### config.mk
export PLATFORM = sky130hd
export DESIGN_NAME = mem_lsu
export DESIGN_NICKNAME = d
export VERILOG_FILES = /design/src/rtl/mem_lsu.sv
export SDC_FILE = /design/constraint.sdc
export NUM_CORES = 1
export LEC_CHECK = 0
export BUFFER_PORTS_ARGS = -buffer_cell sky130_fd_sc_hd__buf_4
export CAP_MARGIN = 30
export CORE_MARGIN = 5
export CORE_UTILIZATION = 49
export DETAILED_ROUTE_END_ITERATION = 16
export PLACE_DENSITY = 0.81
export SYNTH_ARGS = -nofsm -noshare
export SYNTH_HDL_FRONTEND = slang
export SYNTH_SLANG_ARGS = --single-unit
### constraint.sdc
create_clock -name clk -period 2.5 [get_ports clk]
set_input_delay 0.5 -clock clk [delete_from_list [all_inputs] [get_ports clk]]
set_output_delay 0.5 -clock clk [all_outputs]
set_load 0.005 [all_outputs]
### src/rtl/mem_lsu.sv
// Byte-serial load/store unit: one data-memory byte per ACCESS cycle, with wrap at 512.
// Optional LSU_MISALIGN_TRAP_EN rejects misaligned word/halfword accesses instead of splitting them.
module mem_lsu (
    input  logic        clk,
    input  logic        rstn,
    input  logic        req_valid,
    output logic        req_ready,
    input  logic        req_we,
    input  logic [2:0]  req_type,
    input  logic [31:0] req_addr,
    input  logic [31:0] req_wdata,
    output logic        resp_valid,
    output logic [31:0] resp_rdata,
    output logic        resp_err,
    output logic        DMWr,
    output logic [8:0]  addr,
    output logic [31:0] din,
    output logic [2:0]  DMType,
    input  logic [31:0] dout
);

    localparam logic [2:0] DM_WORD              = 3'd0;
    localparam logic [2:0] DM_HALFWORD          = 3'd1;
    localparam logic [2:0] DM_HALFWORD_UNSIGNED = 3'd2;
    localparam logic [2:0] DM_BYTE              = 3'd3;
    localparam logic [2:0] DM_BYTE_UNSIGNED     = 3'd4;

    typedef enum logic [1:0] {IDLE, ACCESS, RESP} state_t;

    state_t      state;
    logic        we_q;
    logic [2:0]  type_q;
    logic [8:0]  addr_q;
    logic [31:0] wdata_q;
    logic [1:0]  cnt;
    logic [31:0] asm_q;
    logic        err_q;
    logic        misalign;
    logic        in_access;
    logic        unused_bits;

    function automatic logic [1:0] last_idx(input logic [2:0] t);
        case (t)
            DM_WORD:                           return 2'd3;
            DM_HALFWORD, DM_HALFWORD_UNSIGNED: return 2'd1;
            default:                           return 2'd0;
        endcase
    endfunction

    function automatic logic type_ok(input logic we, input logic [2:0] t);
        case (t)
            DM_WORD, DM_HALFWORD, DM_BYTE:             return 1'b1;
            DM_HALFWORD_UNSIGNED, DM_BYTE_UNSIGNED:    return !we;
            default:                                   return 1'b0;
        endcase
    endfunction

    function automatic logic [31:0] extend(input logic [2:0] t, input logic [31:0] v);
        case (t)
            DM_HALFWORD:          return {{16{v[15]}}, v[15:0]};
            DM_HALFWORD_UNSIGNED: return {16'b0, v[15:0]};
            DM_BYTE:              return {{24{v[7]}}, v[7:0]};
            DM_BYTE_UNSIGNED:     return {24'b0, v[7:0]};
            default:              return v;
        endcase
    endfunction

`ifdef LSU_MISALIGN_TRAP_EN
    assign misalign = ((req_type == DM_WORD) && (req_addr[1:0] != 2'b00)) ||
                      (((req_type == DM_HALFWORD) || (req_type == DM_HALFWORD_UNSIGNED)) && req_addr[0]);
`else
    assign misalign = 1'b0;
`endif

    // Address bits above the 512-byte window and the upper read lanes are don't-care.
    assign unused_bits = ^{req_addr[31:9], dout[31:8]};

    always_ff @(posedge clk or negedge rstn) begin
        if (!rstn) begin
            state   <= IDLE;
            we_q    <= 1'b0;
            type_q  <= DM_BYTE_UNSIGNED;
            addr_q  <= '0;
            wdata_q <= '0;
            cnt     <= '0;
            asm_q   <= '0;
            err_q   <= 1'b0;
        end else begin
            case (state)
                IDLE: begin
                    if (req_valid) begin
                        we_q    <= req_we;
                        type_q  <= req_type;
                        addr_q  <= req_addr[8:0];
                        wdata_q <= req_wdata;
                        cnt     <= '0;
                        asm_q   <= '0;
                        if (type_ok(req_we, req_type) && !misalign) begin
                            err_q <= 1'b0;
                            state <= ACCESS;
                        end else begin
                            err_q <= 1'b1;
                            state <= RESP;
                        end
                    end
                end
                ACCESS: begin
                    if (!we_q)
                        asm_q[{cnt, 3'b000} +: 8] <= dout[7:0];
                    if (cnt == last_idx(type_q))
                        state <= RESP;
                    else
                        cnt <= cnt + 2'd1;
                end
                RESP: begin
                    state <= IDLE;
                end
                default: state <= IDLE;
            endcase
        end
    end

    // Memory-side signals are decoded from registered state only, so reset clears them at once.
    assign in_access  = (state == ACCESS);
    assign req_ready  = (state == IDLE);
    assign DMWr       = in_access && we_q;
    assign addr       = in_access ? (addr_q + 9'(cnt)) : 9'd0;
    assign din        = in_access ? {24'b0, wdata_q[{cnt, 3'b000} +: 8]} : 32'd0;
    assign DMType     = (in_access && we_q) ? DM_BYTE : DM_BYTE_UNSIGNED;
    assign resp_valid = (state == RESP);
    assign resp_err   = resp_valid && err_q;
    assign resp_rdata = (resp_valid && !err_q) ? extend(type_q, asm_q) : 32'd0;

endmodule

==> results.md <==
- Status: completed
- Largest net degree at the start of global routing: 52
- R2r startpoint: cnt[0]
- Number of DRC markers in iteration 0: 59
- Worst Setup Start Kind: register
- Setup slack after layout: 0.09561 ns
- RSZ-0062 raised after global routing: yes
- Cell variety after synth: 57
- Post-synthesis sequential area ratio: 45.48%
- Cell area after layout: 5528 um^2
- DR WL/cell: 16.31 um
- Rel. slew slack: 50.51%
- Core area: approximately 9000 um^2
- FMAX: 415.9 MHz
- Post-synth EDFFs: 0
- Longest Clk Path Bufs: 2
- R2R depth: 7
- Commonest non-fill, non-tap cell in the layout: buf_4
- Fillcell total: roughly 770
- Dpl ws: approximately 0.30 ns
- Placer congestion estimate: 0.8734
- Vias: 3226
- Reg2Reg Setup Slack: approximately 0.45 ns
- Min-delay worst type: input port to async pin
- Pre-Repair DR Iteration Count: 4
- Clock skew: 0.01006 ns
- YS warnings: 0
- DRC errors left: 0
- Ports: 183
- DP Wirelength: 7.530 mm
- Max incr delay on CP: about 0.46 ns
- RR Endpoint: asm_q[19]
- Critical path arrival: 1.90 ns
- Num CTS Buffers: 9
- Synth Register Bits: 82
- Final ANT Viol Nets: 0
- Predominant post-synthesis flop cell: dfrtp_1
- WL final: 10.08 mm
- Final Hold Viols: 0
- Port Buf Inserts: 111
- Post-Layout Cell Count: 618
- Hold buffers post-CTS: 0
- Min Tclk post-route: around 2.4 ns
- Most frequent cells in the layout: buf_4 (117), dfrtp_1 (80), mux2_2 (42), nand2_1 (28), conb_1 (24)
- Via-to-Cell Ratio: roughly 5.2
- Max-capacitance violation count: 0
- Antenna violations before repair: 0
- Actual slew at the worst max-slew pin: approximately 0.74 ns
- Die Y: about 110 um
- Largest delay share family, worst path: compound AO/OA/AOI/OAI gates
- Layout cell share with drive strength beyond 1: between 40% and 50%
- Starting Density: 49.56%
- Final setup vio count: 0
- DIE AREA: 11230 um^2
- LEAKAGE: 2.488 nW
- Placed cell areas: ~5300 um^2
- Async S/R FF share, synth: 100.0%
- Slew Limit Fails: 0
- Crit path capture type: output port
- GRT Util Overall: 18.55%
- VDD IR max: about 0.56 mV
- Pwr Density: ~960 nW/um^2
- CTS tree: yes
- ANT cells: 0
- Cells after DPL: 600
- Gate count after technology mapping: around 400
- CTS Root Cell: clkbuf_8
- Final Util: 60.69%
- Congestion Overflow GR: 0
- Global-route wire length before repair: 16.59 mm
- Mapped cell area: 4514 um^2
- Clock sinks: between 80 and 90
- H-tree levels: 3
- NumNets Final: between 600 and 700
- Cells along the critical path: nor3b_1 > a211o_1 > a21boi_4 > buf_12 > o21a_1 > buf_4
- Die width: 106.0 um
- WS Path Type: register to output port
- Clock Pin Slew Worst Setup and Hold Paths: 0.08 ns
- Fin crit share: 96.18%
- Req. time, crit path: 2.00 ns
- Skew-Pair Late Insertion Delay: 0.35 ns
- Crit Path Max Fanout: 16
- Vias in the first global route: between 3000 and 4000
- Site row count: 35
- Area delta synth->final: 22.45%
- Mean area per synthesized cell: ~11 um^2
- WP buf/inv: 2
- CP max-delay cell: dfrtp_1
[power breakdown]
part	internal, W	switching [W]	total [W]
Sequential	0.00178	0.000384	0.00216
Combinational	0.00124	0.00106	0.00230
Clock	0.000387	0.000484	0.000871
Total	0.00340	0.00193	0.00533
[Yosys cell counts, drive strengths merged, types with 2 or more instances]
library cell   n  area (um^2)
buf           47        341.6
nor2          22        116.4
nand3b         4        30.03
a22o          16        140.1
nand2b         2        20.02
nor2b          4        27.53
a21oi          6        33.78
a211oi         9        72.57
or2            2        12.51
nand2         29        111.4
ha             7        87.58
nand3         11        55.05
o21ai         20        100.1
mux2          46        518.0
o21a          16        120.1
inv           11        41.29
xnor2          4        35.03
nand4          2        12.51
and2          21        131.4
clkbuf         3        11.26
a21o           4        30.03
mux4           8        180.2
xor2           4        53.81
nor3b          3        27.52
nand4b         2        17.52
dfrtp         81         2027
[worst max path at each step]
stage / from / to / cells after the start
final: type_q[0] / resp_rdata[24] / 6
after CTS: cnt[0] / addr[8] / 6
after floorplan: type_q[2] / resp_rdata[21] / 6
after global routing: cnt[0] / addr[8] / 6
after detailed placement: state[0] / resp_rdata[24] / 5
after global placement: state[0] / resp_rdata[24] / 5
[worst register-to-register path: cells and delay by family (launching register included)]
family / cells / cell delay [ns]
simple gates: 3 / 0.73
fa+ha+maj: 1 / 0.27
flops: 1 / 0.37
compound gates: 1 / 0.12
buf+inv: 2 / 0.45
[state kept, by name (all words and copies together), names as in the netlist]
signal / count
type_q: 3
we_q: 1
state: 2
addr_q: 9
asm_q: 32
wdata_q: 32
cnt: 2
err_q: 1
[repair_timing]
action / CTS / global route
gates resized for setup: 0 / 7
setup endpoints to repair: 16 / 21
setup buffers: 1 / 1
pin swaps: 0 / 2
[cell type report]
class                   instances  area (um^2)  area share (%)
clock buffers                  10        137.6           2.490
clock inverters                 6        42.54          0.7696
inverters                      11        41.29          0.7469
multi-input cells             278         2175           39.34
flip-flops and latches         82         2054           37.17
well taps                     111        138.9           2.512
repair buffers                120        938.4           16.98
[logic make-up after synthesis]
kind of cell	count (synthesis)	synth area share (%)
compound gates	75	12.03
xor+xnor	8	1.968
simple gates	108	13.64
other cells	1	0.08307
mux	55	15.69
buf+inv	61	8.730
fa+ha+maj	8	2.384
flops	82	45.48
[per-stage QoR]
step	setup TNS, ns	power (W)	hold WS (ns)
floorplan	0	0.003778	0.2044
global placement	0	0.004267	0.4565
detailed placement	0	0.004395	0.4628
CTS	0	0.005290	0.08198
global route	-0.01940	0.005718	0.09892
finish	0	0.005334	0.07837
[layer usage]
metal	vias up	share of wire, %	GRT usage, %
met5	-	0	0
met1	1555	41	22.75
met2	117	49	30.83
li1	1543	-	-
met3	11	9.1	6.375
met4	0	1.2	5.920
Note: power is estimated with default switching activity, not from simulation.
